<file path="src/rtl/ps2_pkg.sv">
// Shared types and constants for the PS/2 mouse receive path.
package ps2_pkg;

  typedef enum logic [1:0] {
    IDLE,
    DATA,
    PARITY,
    STOP
  } frame_state_e;

  localparam int unsigned FRAME_DATA_BITS = 8;

  // Bit positions within mouse packet byte 0
  localparam int unsigned BTN_L = 0;
  localparam int unsigned BTN_R = 1;
  localparam int unsigned BTN_M = 2;
  localparam int unsigned ALIGN = 3;
  localparam int unsigned XSIGN = 4;
  localparam int unsigned YSIGN = 5;
  localparam int unsigned XOVF  = 6;
  localparam int unsigned YOVF  = 7;

endpackage

</file>
<file path="src/rtl/ps2_byte_rx.sv">
// PS/2 byte receiver: pin synchronisers, optional clock glitch filter
// (PS2_GLITCH_FILTER_EN), falling-edge detect and 11-bit frame FSM.
module ps2_byte_rx
  import ps2_pkg::*;
#(
  parameter int unsigned SYNC_STAGES   = 2,
  parameter int unsigned FILTER_CYCLES = 8
) (
  input  logic                       clk_in,
  input  logic                       rst_in,
  input  logic                       ps2_clk,
  input  logic                       ps2_data,
  input  logic                       abort_i,
  output logic                       fall_o,
  output logic                       busy_o,
  output logic                       byte_valid_o,
  output logic                       byte_err_o,
  output logic                       start_err_o,
  output logic [FRAME_DATA_BITS-1:0] byte_o
);

  localparam int unsigned BCW = $clog2(FRAME_DATA_BITS);

  logic [SYNC_STAGES-1:0] clk_sync_q;
  logic [SYNC_STAGES-1:0] data_sync_q;
  logic                   clk_s;
  logic                   data_s;
  logic                   clk_prev_q;
  logic                   fall;

  // Bus idles high, so synchronisers reset high to avoid a false edge
  always_ff @(posedge clk_in) begin
    if (rst_in) begin
      clk_sync_q  <= '1;
      data_sync_q <= '1;
    end else begin
      clk_sync_q[0]  <= ps2_clk;
      data_sync_q[0] <= ps2_data;
      for (int unsigned i = 1; i < SYNC_STAGES; i++) begin
        clk_sync_q[i]  <= clk_sync_q[i-1];
        data_sync_q[i] <= data_sync_q[i-1];
      end
    end
  end

`ifdef PS2_GLITCH_FILTER_EN
  localparam int unsigned FCW = $clog2(FILTER_CYCLES + 1);

  logic [FCW-1:0]           flt_cnt_q, flt_cnt_d;
  logic                     flt_q, flt_d;
  logic [FILTER_CYCLES-1:0] data_dly_q;

  // Filtered clock flips only after FILTER_CYCLES consecutive differing samples
  always_comb begin
    flt_d     = flt_q;
    flt_cnt_d = '0;
    if (clk_sync_q[SYNC_STAGES-1] != flt_q) begin
      if (flt_cnt_q == FCW'(FILTER_CYCLES - 1)) begin
        flt_d = ~flt_q;
      end else begin
        flt_cnt_d = flt_cnt_q + FCW'(1);
      end
    end
  end

  always_ff @(posedge clk_in) begin
    if (rst_in) begin
      flt_q      <= 1'b1;
      flt_cnt_q  <= '0;
      data_dly_q <= '1;
    end else begin
      flt_q         <= flt_d;
      flt_cnt_q     <= flt_cnt_d;
      data_dly_q[0] <= data_sync_q[SYNC_STAGES-1];
      for (int unsigned i = 1; i < FILTER_CYCLES; i++) begin
        data_dly_q[i] <= data_dly_q[i-1];
      end
    end
  end

  assign clk_s  = flt_q;
  assign data_s = data_dly_q[FILTER_CYCLES-1];
`else
  assign clk_s  = clk_sync_q[SYNC_STAGES-1];
  assign data_s = data_sync_q[SYNC_STAGES-1];
`endif

  always_ff @(posedge clk_in) begin
    if (rst_in) clk_prev_q <= 1'b1;
    else        clk_prev_q <= clk_s;
  end

  assign fall = clk_prev_q & ~clk_s;

  frame_state_e               state_q, state_d;
  logic [BCW-1:0]             bit_cnt_q, bit_cnt_d;
  logic [FRAME_DATA_BITS-1:0] shift_q, shift_d;
  logic                       parity_q, parity_d;
  logic [FRAME_DATA_BITS-1:0] byte_q, byte_d;
  logic                       byte_valid_q, byte_valid_d;
  logic                       byte_err_q, byte_err_d;
  logic                       start_err_q, start_err_d;

  always_comb begin
    state_d      = state_q;
    bit_cnt_d    = bit_cnt_q;
    shift_d      = shift_q;
    parity_d     = parity_q;
    byte_d       = byte_q;
    byte_valid_d = 1'b0;
    byte_err_d   = 1'b0;
    start_err_d  = 1'b0;
    if (fall) begin
      case (state_q)
        IDLE: begin
          if (!data_s) begin
            state_d   = DATA;
            bit_cnt_d = '0;
          end else begin
            start_err_d = 1'b1;
          end
        end
        DATA: begin
          shift_d   = {data_s, shift_q[FRAME_DATA_BITS-1:1]};
          bit_cnt_d = bit_cnt_q + BCW'(1);
          if (bit_cnt_q == BCW'(FRAME_DATA_BITS - 1)) state_d = PARITY;
        end
        PARITY: begin
          parity_d = data_s;
          state_d  = STOP;
        end
        STOP: begin
          state_d = IDLE;
          if (data_s && (^{shift_q, parity_q})) begin
            byte_valid_d = 1'b1;
            byte_d       = shift_q;
          end else begin
            byte_err_d = 1'b1;
          end
        end
        default: state_d = IDLE;
      endcase
    end else if (abort_i) begin
      // A coincident edge takes priority over the timeout abort
      state_d = IDLE;
    end
  end

  always_ff @(posedge clk_in) begin
    if (rst_in) begin
      state_q      <= IDLE;
      bit_cnt_q    <= '0;
      shift_q      <= '0;
      parity_q     <= 1'b0;
      byte_q       <= '0;
      byte_valid_q <= 1'b0;
      byte_err_q   <= 1'b0;
      start_err_q  <= 1'b0;
    end else begin
      state_q      <= state_d;
      bit_cnt_q    <= bit_cnt_d;
      shift_q      <= shift_d;
      parity_q     <= parity_d;
      byte_q       <= byte_d;
      byte_valid_q <= byte_valid_d;
      byte_err_q   <= byte_err_d;
      start_err_q  <= start_err_d;
    end
  end

  assign fall_o       = fall;
  assign busy_o       = (state_q != IDLE);
  assign byte_valid_o = byte_valid_q;
  assign byte_err_o   = byte_err_q;
  assign start_err_o  = start_err_q;
  assign byte_o       = byte_q;

endmodule

</file>
<file path="src/rtl/ps2_packet_rx.sv">
// PS/2 mouse packet receiver: assembles 3-byte packets with an inactivity
// timeout. Optional clock glitch filter enabled by PS2_GLITCH_FILTER_EN.
module ps2_packet_rx
  import ps2_pkg::*;
#(
  parameter int unsigned SYNC_STAGES    = 2,
  parameter int unsigned TIMEOUT_CYCLES = 200000,
  parameter int unsigned FILTER_CYCLES  = 8
) (
  input  logic       clk_in,
  input  logic       rst_in,
  input  logic       ps2_clk,
  input  logic       ps2_data,
  output logic       packet_valid,
  output logic [8:0] dx,
  output logic [8:0] dy,
  output logic       btn_left,
  output logic       btn_right,
  output logic       btn_middle,
  output logic       x_ovf,
  output logic       y_ovf,
  output logic       frame_err
);

  localparam int unsigned TW = $clog2(TIMEOUT_CYCLES + 1);
  localparam logic [TW-1:0] TO_LAST = TW'(TIMEOUT_CYCLES - 1);

  logic                       fall;
  logic                       busy;
  logic                       byte_valid;
  logic                       byte_err;
  logic                       start_err;
  logic [FRAME_DATA_BITS-1:0] rx_byte;
  logic                       timeout;

  ps2_byte_rx #(
    .SYNC_STAGES  (SYNC_STAGES),
    .FILTER_CYCLES(FILTER_CYCLES)
  ) u_byte_rx (
    .clk_in      (clk_in),
    .rst_in      (rst_in),
    .ps2_clk     (ps2_clk),
    .ps2_data    (ps2_data),
    .abort_i     (timeout),
    .fall_o      (fall),
    .busy_o      (busy),
    .byte_valid_o(byte_valid),
    .byte_err_o  (byte_err),
    .start_err_o (start_err),
    .byte_o      (rx_byte)
  );

  logic [1:0]                 idx_q, idx_d;
  logic [FRAME_DATA_BITS-1:0] b0_q, b0_d;
  logic [FRAME_DATA_BITS-1:0] b1_q, b1_d;
  logic [TW-1:0]              to_cnt_q, to_cnt_d;
  logic                       pv_q, pv_d;
  logic                       ferr_q, ferr_d;
  logic [8:0]                 dx_q, dx_d;
  logic [8:0]                 dy_q, dy_d;
  logic                       btn_l_q, btn_l_d;
  logic                       btn_r_q, btn_r_d;
  logic                       btn_m_q, btn_m_d;
  logic                       xovf_q, xovf_d;
  logic                       yovf_q, yovf_d;

  always_comb begin
    idx_d    = idx_q;
    b0_d     = b0_q;
    b1_d     = b1_q;
    to_cnt_d = to_cnt_q;
    pv_d     = 1'b0;
    ferr_d   = 1'b0;
    dx_d     = dx_q;
    dy_d     = dy_q;
    btn_l_d  = btn_l_q;
    btn_r_d  = btn_r_q;
    btn_m_d  = btn_m_q;
    xovf_d   = xovf_q;
    yovf_d   = yovf_q;
    timeout  = 1'b0;

    if (fall) begin
      to_cnt_d = '0;
    end else if (busy || (idx_q != 2'd0)) begin
      if (to_cnt_q == TO_LAST) begin
        timeout  = 1'b1;
        to_cnt_d = '0;
      end else begin
        to_cnt_d = to_cnt_q + TW'(1);
      end
    end else begin
      to_cnt_d = '0;
    end

    if (start_err) ferr_d = 1'b1;

    if (byte_err) begin
      ferr_d = 1'b1;
      idx_d  = 2'd0;
    end else if (byte_valid) begin
      case (idx_q)
        2'd0: begin
          if (rx_byte[ALIGN]) begin
            b0_d  = rx_byte;
            idx_d = 2'd1;
          end else begin
            ferr_d = 1'b1;
          end
        end
        2'd1: begin
          b1_d  = rx_byte;
          idx_d = 2'd2;
        end
        default: begin
          idx_d   = 2'd0;
          pv_d    = 1'b1;
          dx_d    = {b0_q[XSIGN], b1_q};
          dy_d    = {b0_q[YSIGN], rx_byte};
          btn_l_d = b0_q[BTN_L];
          btn_r_d = b0_q[BTN_R];
          btn_m_d = b0_q[BTN_M];
          xovf_d  = b0_q[XOVF];
          yovf_d  = b0_q[YOVF];
        end
      endcase
    end

    if (timeout) idx_d = 2'd0;
  end

  always_ff @(posedge clk_in) begin
    if (rst_in) begin
      idx_q    <= 2'd0;
      b0_q     <= '0;
      b1_q     <= '0;
      to_cnt_q <= '0;
      pv_q     <= 1'b0;
      ferr_q   <= 1'b0;
      dx_q     <= '0;
      dy_q     <= '0;
      btn_l_q  <= 1'b0;
      btn_r_q  <= 1'b0;
      btn_m_q  <= 1'b0;
      xovf_q   <= 1'b0;
      yovf_q   <= 1'b0;
    end else begin
      idx_q    <= idx_d;
      b0_q     <= b0_d;
      b1_q     <= b1_d;
      to_cnt_q <= to_cnt_d;
      pv_q     <= pv_d;
      ferr_q   <= ferr_d;
      dx_q     <= dx_d;
      dy_q     <= dy_d;
      btn_l_q  <= btn_l_d;
      btn_r_q  <= btn_r_d;
      btn_m_q  <= btn_m_d;
      xovf_q   <= xovf_d;
      yovf_q   <= yovf_d;
    end
  end

  assign packet_valid = pv_q;
  assign frame_err    = ferr_q;
  assign dx           = dx_q;
  assign dy           = dy_q;
  assign btn_left     = btn_l_q;
  assign btn_right    = btn_r_q;
  assign btn_middle   = btn_m_q;
  assign x_ovf        = xovf_q;
  assign y_ovf        = yovf_q;

endmodule
</file>
<file path="config.mk">
export PLATFORM = sky130hd
export DESIGN_NAME = ps2_packet_rx
export DESIGN_NICKNAME = d
export VERILOG_FILES = /design/src/rtl/ps2_pkg.sv /design/src/rtl/ps2_byte_rx.sv /design/src/rtl/ps2_packet_rx.sv
export SDC_FILE = /design/constraint.sdc
export NUM_CORES = 1
export LEC_CHECK = 0
export ABC_AREA = 1
export BUFFER_PORTS_ARGS = -buffer_cell sky130_fd_sc_hd__buf_2
export CORE_UTILIZATION = 30
export CTS_BUF_LIST = sky130_fd_sc_hd__clkbuf_4
export CTS_CLUSTER_DIAMETER = 150
export CTS_CLUSTER_SIZE = 10
export DETAILED_ROUTE_END_ITERATION = 7
export PLACE_DENSITY = 0.44
export SETUP_SLACK_MARGIN = 0.15
export SYNTH_ARGS = -nofsm -noshare
export SYNTH_HDL_FRONTEND = slang
export SYNTH_HIERARCHICAL = 1
export SYNTH_SLANG_ARGS = --single-unit
</file>
<file path="constraint.sdc">
create_clock -name clk_in -period 3.7 [get_ports clk_in]
set_input_delay 0.185 -clock clk_in [delete_from_list [all_inputs] [get_ports clk_in]]
set_output_delay 0.185 -clock clk_in [all_outputs]
set_load 0.01 [all_outputs]
</file>
==> load_flow_metrics.sql, run 1 <==
INSERT INTO impl_metrics (metric_group, metric, value, unit) VALUES
('run_status', 'status', 'finished clean', ''),
('layout', 'share_of_the_core_filled_with_cells', '0.341', ''),
('routing', 'drcViolationCount', '0', ''),
('global_routing', 'gr-total-overflow', '0', ''),
('cts', 'clk_root_buffer_cell', 'sky130_fd_sc_hd__clkbuf_4', ''),
('yosys', 'post_synth_xor_area_fraction', '0.0204', ''),
('layout', 'area_growth_from_synthesis_to_layout', '11.0', '%'),
('yosys', 'synth_cell_types', '32', ''),
('timing', 'timing.max_slew.rel_slack', '0.532', ''),
('layout', 'fin_nets', '563', ''),
('yosys', 'largest_cells_by_area_after_synthesis', 'sky130_fd_sc_hd__dfxtp_1 (47%), sky130_fd_sc_hd__nand2_1 (16%), sky130_fd_sc_hd__a21oi_1 (7.5%)', ''),
('timing', 'pnr_worst_setup_slack', '1.85', 'ns'),
('routing', 'routed-via-count', '3217', ''),
('timing', 'rsz_0062_raised_after_global_routing', 'no', ''),
('worst_hold_path', 'min-delay-path-class', 'primary input to register', ''),
('power_and_ir_drop', 'vdd_drop_max', '0.000160', 'V'),
('yosys', 'mappedNetlistArea', '0.00386', 'sq mm'),
('timing', 'timing.final.setup_violations', '0', ''),
('power_and_ir_drop', 'power_per_cell_area', '346', 'mW/mm^2'),
('worst_setup_path', 'worst_setup_ep_type', 'register', ''),
('yosys', 'synthesis.yosys.warnings', '6', ''),
('timing', 'final_slew_violations', '0', ''),
('global_routing', 'grt_max_degree', '56', ''),
('layout', 'nFillCells', '1378', ''),
('timing', 'final.period_utilization', '0.500', ''),
('yosys', 'yosys-mux-area-fraction', '0', ''),
('yosys', 'netlist.area_leader.share', '0.467', ''),
('layout', 'register_area', '0.00180', 'sq mm'),
('yosys', 'seq_area_frac_synth', '0.467', ''),
('worst_setup_path', 'buf_inv_stages_crit_path', '2', ''),
('placed_design', 'dpl_worst_slack', '1.80', 'ns'),
('timing', 'fin_tns_setup', '0', 'ns'),
('timing', 'clock.fmax', '0.541', 'GHz'),
('worst_setup_path', 'crit_slowest_cell', 'sky130_fd_sc_hd__nand2_1', ''),
('timing', 'fin_worst_skew', '0.0171', 'ns'),
('yosys', 'synthesis.nets', '535', ''),
('yosys', 'number_of_register_bits_inferred_by_synthesis', '90', ''),
('layout', 'num_antenna_cells', '0', ''),
('cts', 'h-tree-depth', '3', ''),
('routing', 'first_pass_iteration_count_of_the_detailed_router', '4', ''),
('cts', 'clkLatencyLatePin', '0.47', 'ns'),
('cts', 'clk_transition_reported_paths', '0.13', 'ns'),
('yosys', 'synth_edf_count', '0', ''),
('floorplanning', 'io-pin-count', '29', ''),
('cts', 'cts.sink_count', '90', ''),
('yosys', 'synth_compound_area_frac', '0.107', ''),
('routing', 'drtAntennaViolNets', '0', ''),
('yosys', 'main_combinational_cell_family_by_area_after_synthesis', 'simple AND/OR/NAND/NOR gates', ''),
('layout', 'layout.cells.most_common', 'sky130_fd_sc_hd__nand2_1', ''),
('yosys', 'postSynthAreaPerCell', '7.37', 'sq um'),
('floorplanning', 'fp.coreArea', '0.0126', 'sq mm'),
('yosys', 'gate_count_after_technology_mapping', '524', ''),
('yosys', 'synth-simple-area-share', '0.322', ''),
('worst_setup_path', 'timing.critical_path.arrival', '2.18', 'ns'),
('worst_setup_path', 'cp_max_fanout', '17', ''),
('layout', 'layout.cells.most_common_list', 'sky130_fd_sc_hd__nand2_1 (161), sky130_fd_sc_hd__dfxtp_1 (90), sky130_fd_sc_hd__nor2_1 (59)', ''),
('timing', 'final_period_minus_worst_setup_slack', '1.85', 'ns'),
('floorplanning', 'initial_core_util', '0.307', ''),
('yosys', 'netlist.top_cell.by_area', 'sky130_fd_sc_hd__dfxtp_1', ''),
('global_routing', 'via_count_of_the_first_global_routing_pass', '2939', ''),
('global_routing', 'grt_first_pass_wirelength', '13900', 'um'),
('floorplanning', 'floorplan.die_area', '0.0133', 'sq mm'),
('floorplanning', 'fp.dieW', '115', 'um'),
('global_routing', 'antenna_found_initial', '0', ''),
('placed_design', 'routabilityCongestion', '0.787', ''),
('worst_setup_path', 'worstPathCellList', 'inv_1 -> ha_1 -> nand2_1 -> o22ai_1 -> nor2_1 -> inv_1 -> nand2_1 -> a21oi_1', ''),
('cts', 'cts-buffers-inserted', '9', ''),
('yosys', 'ys_async_sr_fraction', '0', ''),
('routing', 'initialDrtViolationCount', '130', ''),
('placed_design', 'detailedPlacementHpwl', '5770', 'um'),
('floorplanning', 'row_count', '41', '');
what timing repair did:
item,4_1_cts,5_1_grt
endpoints found under the hold margin,2,0
setup endpoints to repair,0,0
setup buffers,0,0
hold buffers,2,0
through the flow:
stage                     hold slack [ns]  total power (uW)  cells  area [sq um]
after floorplan                     0.289              1020    524          3860
after global placement              0.369              1030    711          4160
after detailed placement            0.372              1030    711          4160
after CTS                           0.290              1510    729          4290
after global routing                0.337              1560    729          4290
final                               0.316              1480    729          4290
metal layers:
layer | wire length (um) | vias up | GRT usage
li1 | - | 1733 | -
met1 | 4400 | 1430 | 0.187
met2 | 3300 | 42 | 0.194
met3 | 275 | 12 | 0.0267
met4 | 198 | 0 | 0.0779
met5 | 0 | - | 0
path summary, 6_finish.rpt:
kind	start	end	slack [ns]	depth (start not counted)
max	u_byte_rx/state_q[1]	u_byte_rx/state_q[1]	1.85	8
max reg2reg	u_byte_rx/state_q[1]	u_byte_rx/state_q[1]	1.85	8
min reg2reg	u_byte_rx/data_sync_q[0]	u_byte_rx/data_sync_q[1]	0.43	1
min	rst_in	u_byte_rx/bit_cnt_q[2]	0.32	3
Yosys cell counts (5+ instances only):
| cell type | count |
|---|---|
| sky130_fd_sc_hd__nand2_2 | 6 |
| sky130_fd_sc_hd__a21oi_1 | 58 |
| sky130_fd_sc_hd__or2_2 | 5 |
| sky130_fd_sc_hd__xor2_1 | 5 |
| sky130_fd_sc_hd__ha_1 | 7 |
| sky130_fd_sc_hd__nand4_1 | 11 |
| sky130_fd_sc_hd__nand2_1 | 161 |
| sky130_fd_sc_hd__buf_2 | 5 |
| sky130_fd_sc_hd__clkbuf_1 | 8 |
| sky130_fd_sc_hd__nor2_1 | 59 |
| sky130_fd_sc_hd__nand3_1 | 19 |
| sky130_fd_sc_hd__inv_1 | 33 |
| sky130_fd_sc_hd__o21ai_0 | 12 |
| sky130_fd_sc_hd__dfxtp_1 | 90 |
| sky130_fd_sc_hd__inv_2 | 12 |
report_power, final:
group | internal (uW) | total, uW | switching (uW) | leakage [uW]
Clock | 140 | 475 | 336 | 0.0000596
Sequential | 972 | 975 | 2.72 | 0.000726
Combinational | 9.66 | 32.4 | 22.7 | 0.000839
tightest hold or removal path, cell delays in order:
cell and delay, ns:
sky130_fd_sc_hd__buf_2 0.09, sky130_fd_sc_hd__buf_4 0.28, sky130_fd_sc_hd__a21oi_1 0.18
flip-flops by register name, summed over array words and instances, names as in the netlist, 2 cells and up:
register               flops
dx                         9
to_cnt_q                  18
b0_q                       7
idx_q                      2
b1_q                       8
u_byte_rx/shift_q          8
u_byte_rx/bit_cnt_q        3
u_byte_rx/byte_o           8
u_byte_rx/data_sync_q      2
u_byte_rx/state_q          2
dy                         9
u_byte_rx/clk_sync_q       2
cell families after synthesis:
kind of cell	count (synthesis)
xor+xnor	9
flops	90
compound gates	78
simple gates	280
buf+inv	60
fa+ha+maj	7
layout make-up:
| class | count | share of cell area |
|---|---|---|
| Tap cell | 172 | 0.0502 |
| Clock buffer | 10 | 0.0175 |
| Sequential cell | 90 | 0.420 |
| Multi-Input combinational cell | 374 | 0.425 |
| Timing Repair Buffer | 31 | 0.0391 |
| Inverter | 46 | 0.0403 |
| Clock inverter | 6 | 0.00788 |
Power figures use the tool's default switching activity.
==> run 2: changes to the inputs <==
--- a/config.mk
+++ b/config.mk
@@ -12,7 +12,7 @@
 export CTS_CLUSTER_DIAMETER = 150
 export CTS_CLUSTER_SIZE = 10
 export DETAILED_ROUTE_END_ITERATION = 7
-export PLACE_DENSITY = 0.44
+export PLACE_DENSITY = 0.45
 export SETUP_SLACK_MARGIN = 0.15
 export SYNTH_ARGS = -nofsm -noshare
 export SYNTH_HDL_FRONTEND = slang
==> constraint.sdc (replaced) <==
create_clock -name clk_in -period 1.64 [get_ports clk_in]
set_input_delay 0.082 -clock clk_in [delete_from_list [all_inputs] [get_ports clk_in]]
set_output_delay 0.082 -clock clk_in [all_outputs]
set_load 0.01 [all_outputs]
==> load_flow_metrics.sql, run 2 (same netlist as run 1, synthesis figures left out) <==
INSERT INTO impl_metrics (metric_group, metric, value, unit) VALUES
('timing', 'clock.fmax', '0.687', 'GHz'),
('floorplanning', 'die_h', '115', 'um'),
('routing', 'drtAntennaViolNets', '0', ''),
('routing', 'drt-wirelength-per-cell', '11.4', 'um'),
('global_routing', 'grt_max_degree', '46', ''),
('floorplanning', 'initial_core_util', '0.307', ''),
('timing', 'pnr_worst_setup_slack', '0.185', 'ns'),
('routing', 'first_pass_iteration_count_of_the_detailed_router', '5', ''),
('run_status', 'status', 'finished clean', ''),
('timing', 'final.period_utilization', '0.887', ''),
('global_routing', 'top_usage_layer', 'met2', ''),
('layout', 'register_area', '0.00183', 'sq mm'),
('floorplanning', 'io-pin-count', '29', ''),
('worst_setup_path', 'critical_path_required', '1.99', 'ns'),
('floorplanning', 'row_count', '41', ''),
('cts', 'h-tree-depth', '3', ''),
('layout', 'final_layout_size_suffix_gt1_frac', '0.248', ''),
('global_routing', 'grt_usage', '0.139', ''),
('routing', 'routed-via-count', '3360', ''),
('cts', 'tritoncts', 'yes', ''),
('layout', 'layout.cells.most_common', 'sky130_fd_sc_hd__nand2_1', ''),
('layout', 'layout.cells.most_common_list', 'sky130_fd_sc_hd__nand2_1 (148), sky130_fd_sc_hd__dfxtp_1 (78), sky130_fd_sc_hd__a21oi_1 (58)', ''),
('global_routing', 'global_route.usage.met2', '0.204', ''),
('timing', 'final_slew_violations', '0', ''),
('global_routing', 'antenna_found_initial', '1', ''),
('layout', 'regMostFlops', 'to_cnt_q', ''),
('routing', 'detail_route.vias_per_cell', '4.43', ''),
('timing', 'timing.max_slew.rel_slack', '0.669', ''),
('worst_hold_path', 'min-delay-path-class', 'primary input to register', ''),
('cts', 'clk_transition_reported_paths', '0.14', 'ns'),
('layout', 'largest_register_ffs', '18', ''),
('cts', 'cts-buffers-inserted', '9', ''),
('floorplanning', 'fp.coreArea', '0.0126', 'sq mm'),
('global_routing', 'gr-usage-met1', '0.186', ''),
('worst_setup_path', 'timing.critical_path.arrival', '1.80', 'ns'),
('timing', 'timing.final.setup_violations', '0', ''),
('timing', 'final_period_minus_worst_setup_slack', '1.46', 'ns'),
('layout', 'multiInputGateArea', '0.00192', 'sq mm'),
('cts', 'clkLatencyLatePin', '0.47', 'ns'),
('placed_design', 'dpl_worst_slack', '-0.0149', 'ns'),
('layout', 'area_growth_from_synthesis_to_layout', '22.3', '%'),
('global_routing', 'met3_usage', '0.0403', ''),
('placed_design', 'detailedPlacementHpwl', '5790', 'um'),
('timing', 'max_slew.worst_pin.slew', '0.497', 'ns'),
('run', 'drv_cap', '0', ''),
('global_routing', 'via_count_of_the_first_global_routing_pass', '3078', ''),
('routing', 'drt-total-wl', '8640', 'um'),
('floorplanning', 'fp.dieW', '115', 'um'),
('cts', 'clk_root_buffer_cell', 'sky130_fd_sc_hd__clkbuf_4', ''),
('global_routing', 'gr-total-overflow', '0', ''),
('routing', 'initialDrtViolationCount', '137', ''),
('timing', 'fin_worst_skew', '0.0154', 'ns'),
('cts', 'cts_buffer_depth', '2', ''),
('layout', 'nFillCells', '1364', ''),
('layout', 'design_area_final', '0.00472', 'sq mm'),
('worst_setup_path', 'worst_setup_ep_type', 'register', ''),
('global_routing', 'grt_first_pass_wirelength', '14300', 'um'),
('placed_design', 'total_placed_instance_area', '0.00423', 'sq mm'),
('layout', 'fin_nets', '591', ''),
('power_and_ir_drop', 'vdd_drop_max', '0.000301', 'V'),
('timing', 'rsz_0062_raised_after_global_routing', 'yes', ''),
('cts', 'cts.sink_count', '90', ''),
('timing', 'fin_tns_setup', '0', 'ns'),
('floorplanning', 'floorplan.die_area', '0.0133', 'sq mm'),
('routing', 'drcViolationCount', '0', ''),
('power_and_ir_drop', 'power_per_cell_area', '790', 'mW/mm^2'),
('power_and_ir_drop', 'static-leakage-power', '0.00180', 'uW'),
('placed_design', 'io_buffer_count', '28', ''),
('timing', 'final_hold_viol_count', '0', ''),
('worst_setup_path', 'cp_max_fanout', '3', ''),
('worst_setup_path', 'timing_worst_setup_path_type', 'register to register', ''),
('worst_setup_path', 'crit_path_start_kind', 'register', ''),
('placed_design', 'routabilityCongestion', '0.830', '');
## run 2: cell count changes in the layout (fill, tap and decap cells not counted), moves of 4 or more
cell                            previous run  this run
sky130_fd_sc_hd__nor2_1                   59        55
sky130_fd_sc_hd__buf_4                     1        21
sky130_fd_sc_hd__nand2_1                 161       148
sky130_fd_sc_hd__dfxtp_4                   0         5
sky130_fd_sc_hd__inv_1                    33        29
sky130_fd_sc_hd__dlygate4sd3_1             2         7
sky130_fd_sc_hd__nand2_2                   6        16
sky130_fd_sc_hd__dfxtp_2                   0         7
sky130_fd_sc_hd__dfxtp_1                  90        78
## run 2: critical path: stages, from the launching register on
cell and delay (ns):
sky130_fd_sc_hd__dfxtp_2 0.37, sky130_fd_sc_hd__inv_2 0.05, sky130_fd_sc_hd__ha_4 0.17, sky130_fd_sc_hd__inv_4 0.06, sky130_fd_sc_hd__nor2_4 0.03, sky130_fd_sc_hd__nor2_1 0.09
sky130_fd_sc_hd__nand4_1 0.12, sky130_fd_sc_hd__inv_1 0.08, sky130_fd_sc_hd__nor2_1 0.04, sky130_fd_sc_hd__nor2_2 0.12, sky130_fd_sc_hd__inv_1 0.08, sky130_fd_sc_hd__nand2_1 0.07
sky130_fd_sc_hd__a21oi_1 0.05
## run 2: final timing paths
| check | from | end | slack, ns | cells past startpoint |
|---|---|---|---|---|
| min reg2reg | u_byte_rx/clk_sync_q[1] | u_byte_rx/clk_prev_q | 0.45 | 2 |
| max | u_byte_rx/state_q[0] | u_byte_rx/state_q[1] | 0.18 | 12 |
| max reg2reg | u_byte_rx/state_q[0] | u_byte_rx/state_q[1] | 0.18 | 12 |
| min | rst_in | u_byte_rx/state_q[0] | 0.45 | 3 |
## run 2: metal layers
metal / vias to the layer above / part of all wire
met1: 1523 / 0.53
li1: 1788 / -
met4: 0 / 0.022
met2: 37 / 0.42
met5: - / 0
met3: 12 / 0.027
## run 2: cell type report
cell class,instances,share of cell area
timing repair buffer,58,0.0827
antenna,1,0.000530
tap,172,0.0456
multi-input combinational,374,0.407
clock inverter,7,0.0209
inverter,46,0.0397
clock buffer,9,0.0143
sequential,90,0.387
timing repair inverter,1,0.00159
## run 2: through the flow
stage               cells  hold slack [ns]  utilization  power [uW]
floorplan             524            0.186            -        2300
global placement      721            0.266        0.337        2320
detailed placement    721            0.268        0.337        2320
CTS                   747           -0.133        0.359        3820
global route          758            0.465        0.376        3900
finish                758            0.450        0.376        3730
## run 2: report_power, final
group / total [uW] / leakage (uW) / internal, uW / switching, uW
registers: 2190 / 0.000733 / 2190 / 2.93
logic: 91.5 / 0.000978 / 33.3 / 58.3
clock network: 1450 / 0.0000890 / 632 / 819
total: 3730 / 0.00180 / 2850 / 881
## run 2: repair_timing
item,CTS,global route
gates resized for setup,11,45
buffers inserted,4,8
setup endpoints to repair,11,52
hold endpoints to repair,8,4
pin swaps,7,14
gates cloned,0,1
hold buffers,6,1
==> run 3: changes to the inputs <==
--- a/config.mk
+++ b/config.mk
@@ -13,6 +13,7 @@
 export CTS_CLUSTER_SIZE = 10
 export DETAILED_ROUTE_END_ITERATION = 7
 export PLACE_DENSITY = 0.45
+export RECOVER_POWER = 100
 export SETUP_SLACK_MARGIN = 0.15
 export SYNTH_ARGS = -nofsm -noshare
 export SYNTH_HDL_FRONTEND = slang
==> load_flow_metrics.sql, run 3 (same netlist as run 1, synthesis figures left out) <==
INSERT INTO impl_metrics (metric_group, metric, value, unit) VALUES
('global_routing', 'gr-total-overflow', '0', ''),
('layout', 'layout.cells.most_common', 'sky130_fd_sc_hd__nand2_1', ''),
('layout', 'nFillCells', '1386', ''),
('layout', 'fin_nets', '591', ''),
('timing', 'timing.final.setup_violations', '0', ''),
('floorplanning', 'row_count', '41', ''),
('timing', 'final.period_utilization', '0.893', ''),
('placed_design', 'total_placed_instance_area', '0.00423', 'sq mm'),
('layout', 'layout.cells.most_common_list', 'sky130_fd_sc_hd__nand2_1 (149), sky130_fd_sc_hd__dfxtp_1 (79), sky130_fd_sc_hd__a21oi_1 (59)', ''),
('layout', 'area_growth_from_synthesis_to_layout', '20.2', '%'),
('cts', 'cts_buffer_depth', '2', ''),
('power_and_ir_drop', 'total_switching_power', '879', 'uW'),
('power_and_ir_drop', 'p_int', '2850', 'uW'),
('power_and_ir_drop', 'clock_power_share', '0.389', ''),
('cts', 'clk_transition_reported_paths', '0.15', 'ns'),
('power_and_ir_drop', 'comb_power_share', '0.024', ''),
('routing', 'drt-wirelength-per-cell', '11.4', 'um'),
('worst_setup_path', 'worstPathCellList', 'buf_4 -> ha_1 -> nand2_1 -> clkbuf_2 -> o21ai_0 -> a21oi_1', ''),
('timing', 'clock.fmax', '0.683', 'GHz'),
('timing', 'max_slew.worst_pin.slew', '0.511', 'ns'),
('worst_setup_path', 'cp_max_fanout', '16', ''),
('layout', 'largest_register_ffs', '18', ''),
('routing', 'drtAntennaViolNets', '0', ''),
('timing', 'timing.max_slew.rel_slack', '0.659', ''),
('floorplanning', 'die_h', '115', 'um'),
('worst_setup_path', 'ff2ff_setup_slack', '0.18', 'ns'),
('cts', 'clk_root_buffer_cell', 'sky130_fd_sc_hd__clkbuf_4', ''),
('global_routing', 'grt_usage', '0.139', ''),
('floorplanning', 'fp.dieW', '115', 'um'),
('run_status', 'status', 'finished clean', ''),
('worst_setup_path', 'critical-path-top-delay-family', 'buffers and inverters', ''),
('power_and_ir_drop', 'sw_ratio', '0.236', ''),
('timing', 'final_period_minus_worst_setup_slack', '1.46', 'ns'),
('worst_setup_path', 'critical_path_required', '2.05', 'ns'),
('cts', 'h-tree-depth', '3', ''),
('placed_design', 'io_buffer_count', '28', ''),
('power_and_ir_drop', 'power_frac_seq', '0.587', ''),
('routing', 'drcViolationCount', '0', ''),
('power_and_ir_drop', 'power_per_cell_area', '804', 'mW/mm^2'),
('floorplanning', 'floorplan.die_area', '0.0133', 'sq mm'),
('global_routing', 'antenna_found_initial', '1', ''),
('floorplanning', 'fp.coreArea', '0.0126', 'sq mm'),
('timing', 'fin_worst_skew', '0.0157', 'ns'),
('layout', 'design_area_final', '0.00464', 'sq mm'),
('worst_setup_path', 'timing.critical_path.arrival', '1.88', 'ns'),
('routing', 'detail_route.vias_per_cell', '4.44', ''),
('cts', 'tritoncts', 'yes', ''),
('global_routing', 'via_count_of_the_first_global_routing_pass', '3078', ''),
('timing', 'final_hold_viol_count', '0', ''),
('worst_setup_path', 'worst_setup_ep_type', 'register', ''),
('placed_design', 'routabilityCongestion', '0.830', ''),
('cts', 'clkLatencyLatePin', '0.48', 'ns'),
('timing', 'fin_tns_setup', '0', 'ns'),
('power_and_ir_drop', 'static-leakage-power', '0.00164', 'uW'),
('floorplanning', 'io-pin-count', '29', ''),
('routing', 'drt-total-wl', '8650', 'um'),
('global_routing', 'grt_max_degree', '46', ''),
('run', 'drv_cap', '0', ''),
('layout', 'final_layout_size_suffix_gt1_frac', '0.197', ''),
('worst_setup_path', 'crit_path_start_kind', 'register', ''),
('worst_setup_path', 'buf_inv_stages_crit_path', '2', ''),
('cts', 'cts-buffers-inserted', '9', ''),
('power_and_ir_drop', 'vdd_drop_max', '0.000301', 'V'),
('layout', 'share_of_the_core_filled_with_cells', '0.369', ''),
('routing', 'initialDrtViolationCount', '141', ''),
('timing', 'final_slew_violations', '0', ''),
('global_routing', 'grt_first_pass_wirelength', '14300', 'um'),
('layout', 'regMostFlops', 'to_cnt_q', ''),
('worst_setup_path', 'crit_slowest_cell', 'sky130_fd_sc_hd__dfxtp_2', ''),
('worst_hold_path', 'min-delay-path-class', 'register to register', ''),
('routing', 'first_pass_iteration_count_of_the_detailed_router', '5', ''),
('worst_setup_path', 'max_stage_delay', '0.35', 'ns'),
('timing', 'rsz_0062_raised_after_global_routing', 'yes', ''),
('routing', 'routed-via-count', '3369', ''),
('floorplanning', 'initial_core_util', '0.307', ''),
('placed_design', 'detailedPlacementHpwl', '5790', 'um'),
('cts', 'cts.sink_count', '90', ''),
('worst_setup_path', 'timing_worst_setup_path_type', 'register to register', '');
-- run 3: changes by cell type in the layout (fill, tap and decap cells not counted), sizes merged --
cell	change
clkbuf	+28
buf	-28
-- run 3: final timing paths --
kind,start,end,cells after the start
max,u_byte_rx/state_q[0],u_byte_rx/shift_q[6],6
min,u_byte_rx/clk_sync_q[1],u_byte_rx/clk_prev_q,2
max reg2reg,u_byte_rx/state_q[0],u_byte_rx/shift_q[6],6
min reg2reg,u_byte_rx/clk_sync_q[1],u_byte_rx/clk_prev_q,2
-- run 3: cell type report --
class                   count  area (sq um)  area share
well taps                 172           215      0.0464
inverters                  46           188      0.0404
diodes                      1          2.50    0.000539
flip-flops and latches     90          1830       0.393
repair buffers             58           352      0.0757
repair inverters            1          7.51     0.00162
multi-input cells         374          1890       0.406
clock buffers               9          67.6      0.0146
clock inverters             7          98.8      0.0213
-- run 3: what timing repair did --
item	in CTS	in global routing
gates cloned	0	1
setup endpoints to repair	11	52
resized for setup	11	45
setup buffers	4	8
pin swaps	7	14
endpoints found under the hold margin	8	4
hold buffers	6	1
-- run 3: power groups by stage --
| stage | Sequential, uW | Combinational [uW] | Clock [uW] |
|---|---|---|---|
| after CTS | 2200 | 88.2 | 1530 |
| final | 2190 | 89.6 | 1450 |
| after detailed placement | 2240 | 76.5 | 0 |
| after floorplan | 2240 | 54.1 | 0 |
| after global routing | 2190 | 102 | 1610 |
| after global placement | 2240 | 75.8 | 0 |
-- run 3: routing by layer --
layer,up-vias,part of all wire,GRT usage
met4,0,0.022,0.0727
met2,37,0.42,0.204
met5,-,0,0
li1,1789,-,-
met1,1531,0.53,0.186
met3,12,0.028,0.0403
-- run 3: stage by stage --
stage / power [uW] / std cells / worst slack, ns / hold WS, ns
after CTS: 3820 / 747 / 0.135 / -0.133
final: 3730 / 758 / 0.176 / 0.452
after global routing: 3900 / 758 / -0.00533 / 0.465
after detailed placement: 2320 / 721 / -0.0149 / 0.268
after floorplan: 2300 / 524 / 0.163 / 0.186
after global placement: 2320 / 721 / 0.0658 / 0.266
-- run 3: tightest hold or removal path, stage by stage (launching register included) --
cell	delay [ns]
sky130_fd_sc_hd__dfxtp_1	0.34
sky130_fd_sc_hd__inv_1	0.05
sky130_fd_sc_hd__nand2_1	0.05
